## src/rtl/trap_sequencer.sv

```systemverilog
// Trap entry/return sequencer: detects a rising trap request, redirects fetch to the
// cause's vector, tracks the handler, then redirects back to the saved exception PC.
module trap_sequencer #(
    parameter int              PC_W     = 8,
    parameter logic [PC_W-1:0] VEC_BASE = 8'hF0
) (
    input  logic            rst,
    input  logic            clk,
    input  logic            trap_mode,
    input  logic [1:0]      trap_cause,
    input  logic [PC_W-1:0] pc_in,
    input  logic            rte,
    input  logic            fetch_ready,
    input  logic            clr_lost,
    output logic            pc_load,
    output logic [PC_W-1:0] pc_out,
    output logic [PC_W-1:0] epc,
    output logic            in_trap,
    output logic            trap_ack,
    output logic            busy,
    output logic            trap_lost
);

    typedef enum logic [1:0] {
        ST_IDLE    = 2'd0,
        ST_VECTOR  = 2'd1,
        ST_HANDLER = 2'd2,
        ST_RETURN  = 2'd3
    } state_e;

    state_e          state_q;
    logic            trap_prev_q;
    logic [1:0]      cause_q;
    logic [PC_W-1:0] epc_q;
    logic [PC_W-1:0] pc_out_q;
    logic            pc_load_q;
    logic            in_trap_q;
    logic            trap_ack_q;
    logic            busy_q;
    logic            trap_lost_q;

    logic            edge_s;
    logic            lost_s;

    function automatic logic [PC_W-1:0] vec_addr(input logic [1:0] cause);
        logic [PC_W+3:0] wide;
        wide = (PC_W+4)'(VEC_BASE) | ((PC_W+4)'(cause) << 2'd2);
        return wide[PC_W-1:0];
    endfunction

    assign edge_s = trap_mode & ~trap_prev_q;
    // Any trap edge outside IDLE is dropped, including the cycle a return completes.
    assign lost_s = edge_s & (state_q != ST_IDLE);

    // Sequencer state, captured trap context and all registered outputs.
    always_ff @(posedge clk or posedge rst) begin
        if (rst) begin
            state_q     <= ST_IDLE;
            trap_prev_q <= 1'b0;
            cause_q     <= 2'd0;
            epc_q       <= {PC_W{1'b0}};
            pc_out_q    <= {PC_W{1'b0}};
            pc_load_q   <= 1'b0;
            in_trap_q   <= 1'b0;
            trap_ack_q  <= 1'b0;
            busy_q      <= 1'b0;
            trap_lost_q <= 1'b0;
        end else begin
            trap_prev_q <= trap_mode;
            trap_ack_q  <= 1'b0;

            if (lost_s) begin
                trap_lost_q <= 1'b1;
            end else if (clr_lost) begin
                trap_lost_q <= 1'b0;
            end else begin
                trap_lost_q <= trap_lost_q;
            end

            case (state_q)
                ST_IDLE: begin
                    if (edge_s) begin
                        state_q   <= ST_VECTOR;
                        epc_q     <= pc_in;
                        cause_q   <= trap_cause;
                        pc_load_q <= 1'b1;
                        pc_out_q  <= vec_addr(trap_cause);
                        busy_q    <= 1'b1;
                    end else begin
                        pc_load_q <= 1'b0;
                        pc_out_q  <= {PC_W{1'b0}};
                        busy_q    <= 1'b0;
                    end
                    in_trap_q <= 1'b0;
                end
                ST_VECTOR: begin
                    if (fetch_ready) begin
                        state_q    <= ST_HANDLER;
                        pc_load_q  <= 1'b0;
                        pc_out_q   <= {PC_W{1'b0}};
                        in_trap_q  <= 1'b1;
                        trap_ack_q <= 1'b1;
                    end else begin
                        pc_load_q <= 1'b1;
                        pc_out_q  <= vec_addr(cause_q);
                        in_trap_q <= 1'b0;
                    end
                    busy_q <= 1'b1;
                end
                ST_HANDLER: begin
                    if (rte) begin
                        state_q   <= ST_RETURN;
                        pc_load_q <= 1'b1;
                        pc_out_q  <= epc_q;
                    end else begin
                        pc_load_q <= 1'b0;
                        pc_out_q  <= {PC_W{1'b0}};
                    end
                    in_trap_q <= 1'b1;
                    busy_q    <= 1'b1;
                end
                ST_RETURN: begin
                    if (fetch_ready) begin
                        state_q   <= ST_IDLE;
                        pc_load_q <= 1'b0;
                        pc_out_q  <= {PC_W{1'b0}};
                        in_trap_q <= 1'b0;
                        busy_q    <= 1'b0;
                    end else begin
                        pc_load_q <= 1'b1;
                        pc_out_q  <= epc_q;
                        in_trap_q <= 1'b1;
                        busy_q    <= 1'b1;
                    end
                end
                default: begin
                    state_q   <= ST_IDLE;
                    pc_load_q <= 1'b0;
                    pc_out_q  <= {PC_W{1'b0}};
                    in_trap_q <= 1'b0;
                    busy_q    <= 1'b0;
                end
            endcase
        end
    end

    assign pc_load   = pc_load_q;
    assign pc_out    = pc_out_q;
    assign epc       = epc_q;
    assign in_trap   = in_trap_q;
    assign trap_ack  = trap_ack_q;
    assign busy      = busy_q;
    assign trap_lost = trap_lost_q;

endmodule

```

## config.mk

```make
export PLATFORM = sky130hd
export DESIGN_NAME = trap_sequencer
export DESIGN_NICKNAME = d
export VERILOG_FILES = /design/src/rtl/trap_sequencer.sv
export SDC_FILE = /design/constraint.sdc
export NUM_CORES = 1
export LEC_CHECK = 0
export CORE_MARGIN = 2
export CORE_UTILIZATION = 45
export DETAILED_ROUTE_END_ITERATION = 10
export PLACE_DENSITY_LB_ADDON = 0.12
export RECOVER_POWER = 25
export SLEW_MARGIN = 20
export SYNTH_ARGS = -nofsm -noshare
export SYNTH_HDL_FRONTEND = slang
export SYNTH_SLANG_ARGS = --single-unit
```

## constraint.sdc

```tcl
create_clock -name clk -period 2 [get_ports clk]
set_input_delay 0.4 -clock clk [delete_from_list [all_inputs] [get_ports clk]]
set_output_delay 0.4 -clock clk [all_outputs]
set_load 0.02 [all_outputs]
```

### Word level (Yosys, flattened, before mapping)

Cells that the tools add are included.

| operators by class | value |
|---|---|
| equality and inequality tests | 7 |
| multiplexer cells | 20 |
| bitwise gates (word level) | 3 |
| reduce and logical (&&, ||, !) cells | 7 |

Operator list:

| kind | number |
|---|---|
| $mux 8 | 4 |
| $pmux 8 s4 | 1 |
| $mux 2 | 4 |
| $ne 2x2->1 const B | 4 |
| $pmux 2 s4 | 1 |
| $mux 1 | 7 |
| $pmux 1 s3 | 2 |
| $eq 2x2->1 const B | 2 |
| $pmux 1 s4 | 1 |
| $reduce_and 4->1 | 1 |
| $reduce_bool 2->1 | 2 |
| $reduce_or 2->1 | 2 |
| $and 1x1->1 | 2 |
| $eq 2x1->1 const B | 1 |
| $logic_not 2->1 | 1 |
| $reduce_and 2->1 | 1 |
| $not 1->1 | 1 |

| storage, ports and cells | value |
|---|---|
| register bits after elaboration | 26 |
| logic and storage cells | 47 |

### Longest topological paths before layout

| depth | value |
|---|---|
| depth in word-level cells | 4 |
| depth in mapped cells | 6 |
| mapped depth without buffers | 5 |

### Least setup slack after synthesis

Ideal clock, no wire load.

| timing | value |
|---|---|
| path kind | register to register |
| from | register state_q[1] |
| to | register state_q[1] |
| library setup time | 125 ps |
| data arrival time | 1422 ps |
| required time | 1875 ps |
| setup slack | 453 ps |
| cell stages (with the launch flop) | 6 |
| buffers on the path | 0 |
| period minus slack after synthesis | 1547 ps |
| path through | dfrtp_1 inv_1 ha_1 o21ba_4 a221oi_4 mux2_4 |

| between the ends | value |
|---|---|
| longest elaborated chain between the ends | 3 |
| elaborated cells on any way between the ends | 10 |

RTL lines:

| element | RTL line | RTL |
|---|---|---|
| from (decl) | 31 | `state_e state_q;` |
| from (signal assigned) | 58 | `state_q <= ST_IDLE;` |
| from (signal assigned) | 83 | `state_q <= ST_VECTOR;` |
| from (signal assigned) | 98 | `state_q <= ST_HANDLER;` |
| $eq 2x1->1, or another cell as far along | 80 | `case (state_q)` |
| $ne 2x2->1 (no source line) | n/a |  |
| $reduce_and 4->1 (no source line) | n/a |  |

Parallel ways exist; a longest one is shown, timed or not.
A chain may end at the register's enable or synchronous reset.

### Worst setup path after layout

Same ends and word-level chain as after synthesis.

==> impl_metrics.ini <==
[placement]
dp_hpwl_um = 1790
io_buffers = 36
gp_congestion = 0.7606

[yosys]
yosysSeqAreaShare_pct = 56.03
ys_warn_count = 0
syn_area_per_cell_um2 = 13.35
synth_cells = 87
async_reset_ff_share_pct = 100.0
synthDistinctLibCells = 24
syn-cell-area_um2 = 1161
synth_top_area_share_pct = 56.03
synth_largest_area_cell = dfrtp_1
synth_edf_count = 0
yosys.cell_count.top_type = dfrtp_1
yosys_register_bits = 26
synthTopCellsByCount = dfrtp_1 (26), mux2_2 (10), ha_1 (8), a21o_1 (5), inv_1 (5)
synth_nets = 111
synthFlopType = dfrtp_1
ys_top_cells_by_area = dfrtp_1 (56%), mux2_2 (9.7%), ha_1 (8.6%), a21o_1 (3.2%), a221oi_4 (2.3%)

[worst_setup_path]
required_ns = 2.22
max_stage_delay_ns = 0.50
ff2ff_path_depth = 5
endpoint_kind = flop
slowest_stage = dfrtp_1
worstPathMaxFanout = 6
path_buf_inv = 1
worstPathCellList = inv_1 > ha_1 > o21ba_4 > a221oi_4 > mux2_4
crit_type = reg2reg
cp.arrival_ns = 1.98
startpoint_type = flop
crit_family = flip-flops
critical_path_depth = 5

[global_routing]
grt_pass1_wl_um = 3760
track_usage_pct = 18.03
grt_pass1_vias = 814
overflow = 0
grt_max_degree = 27
antenna_found_initial = 0

[drt]
ant_nets = 0
drt_iter0_drc = 6
via_per_inst = 5.127
firstDrtPassIters = 4
drt_wl_total_um = 2399
route.detailed.drc = 0
wire_per_inst_um = 15.28
vias = 805

[final_layout]
fill_cells = 208
drive_gt1_share_pct = 15.75
final_nets = 152
antenna_cells = 0
syn_to_final_growth_pct = 38.79

[timing]
tightest_slew_ns = 0.6485
max_freq_mhz = 569.9
slew_violations = 0
finalSetupViolations = 0
whs_ns = 0.5161
final.setup.tns_ns = 0
slew_headroom_pct = 56.77
finalClockSkew_ns = 0.006470
period_needed_ns = 1.755
hold_viol = 0
rsz0062_at_grt = no
fin_crit_sh_pct = 87.74

[floorplanning]
rows = 18
coreArea_um2 = 2455
fp.dieH_um = 54.80
die_w_um = 54.80
num_io_pins = 37
start_util_pct = 47.30
die_area_um2 = 3002

[clock_tree]
cts_root_buf = clkbuf_4
cts.path.max_buffers = 2
clk_latency_ns = 0.32
numCtsBuffers = 3
h-tree-depth = 1
postCtsSetupBuffers = 0
cts_hold_buf = 0
cts_tree = done
clock-sinks = 26
ctsResizeCount = 0
clk_pin_slew_ns = 0.14

[status]
status = finished clean

[power]
cellLeakagePower_nw = 0.7681
ir_drop_mv = 0.9177
power.density_nw_per_um2 = 1592

[flow_run]
cap_viol_max_count = 0

[hold_path]
hold_depth = 1
hp-class = reg2reg
[per-stage QoR]
stage               instance area, um2  utilization, %  cells  power [W]  worst slack, ns
CTS                               1614           65.75    157   0.002592           0.2481
finish                            1612           65.65    157   0.002566           0.2452
floorplan                         1161               -     87   0.001681           0.4530
global route                      1612           65.65    157   0.002731           0.1678
global placement                  1562           63.61    153   0.002171           0.1888
detailed placement                1562           63.61    153   0.002228           0.1736
[metal layers]
layer  vias up  routed length [um]  track usage (%)  part of all wire (%)
li1        383                   -                -                     -
met1       396                1032            21.97                    43
met2        24                1229            31.75                    51
met3         2                 112            3.005                   4.7
met4         0                  23            6.250                  0.96
met5         -                   0                0                     0
[power by group]
| part | internal (W) | total [W] | switching (W) | leakage [nW] |
|---|---|---|---|---|
| clock | 0.000203 | 0.000362 | 0.000159 | 0.0279 |
| sequential | 0.000750 | 0.000892 | 0.000143 | 0.325 |
| combinational | 0.000678 | 0.00131 | 0.000634 | 0.415 |
| total | 0.00163 | 0.00257 | 0.000936 | 0.768 |
[cells by family (layout without fill, tap and decap cells)]
group	Yosys count	after routing	share of synthesized area (%)
AND/OR/NAND/NOR	18	18	8.730
buffers and inverters	6	46	2.047
adder cells (fa/ha/maj)	8	8	8.621
AO/OA/AOI/OAI	18	18	13.58
multiplexers	11	11	10.99
flip-flops	26	26	56.03
[final cells by class]
type                            instances  area, um2  share of cell area (%)
Sequential cell                        26      650.6                   40.37
Timing Repair Buffer                   37      365.4                   22.67
Multi-Input combinational cell         55      486.7                   30.20
Clock inverter                          1      30.03                   1.863
Tap cell                               30      37.54                   2.329
Inverter                                5      18.77                   1.165
Clock buffer                            3      22.52                   1.398
[cells in the final DEF (no fill, tap or decap), drive strengths merged]
cell,instances
mux2,11
a221o,2
a2bb2oi,2
dfrtp,26
nor2,4
clkdlybuf4s50,34
and2,3
and3,2
bufinv,1
a21oi,4
o22ai,1
dlygate4sd3,2
nand2,3
a21o,5
clkbuf,4
nor2b,1
inv,5
and2b,1
and3b,1
a221oi,1
o21ai,2
o21ba,1
ha,8
nand2b,3
[worst paths after layout]
kind | from | end | slack, ns
min in group asynchronous | rst | busy$_DFF_PP0_ | 0.68
setup / recovery | state_q[1]$_DFFE_PP0P_ | state_q[1]$_DFFE_PP0P_ | 0.25
max in group asynchronous | rst | pc_out[2]$_DFF_PP0_ | 0.90
hold / removal | cause_q[0]$_DFFE_PP0P_ | cause_q[0]$_DFFE_PP0P_ | 0.52
hold reg to reg | cause_q[0]$_DFFE_PP0P_ | cause_q[0]$_DFFE_PP0P_ | 0.52
setup reg to reg | state_q[1]$_DFFE_PP0P_ | state_q[1]$_DFFE_PP0P_ | 0.25
[registers in the layout (all words and copies together), names as in the netlist]
name	cells
busy	1
cause_q	2
epc	8
in_trap	1
pc_load	1
pc_out	8
state_q	2
trap_ack	1
trap_lost	1
trap_prev_q	1
(Power assumes the default switching activity.)
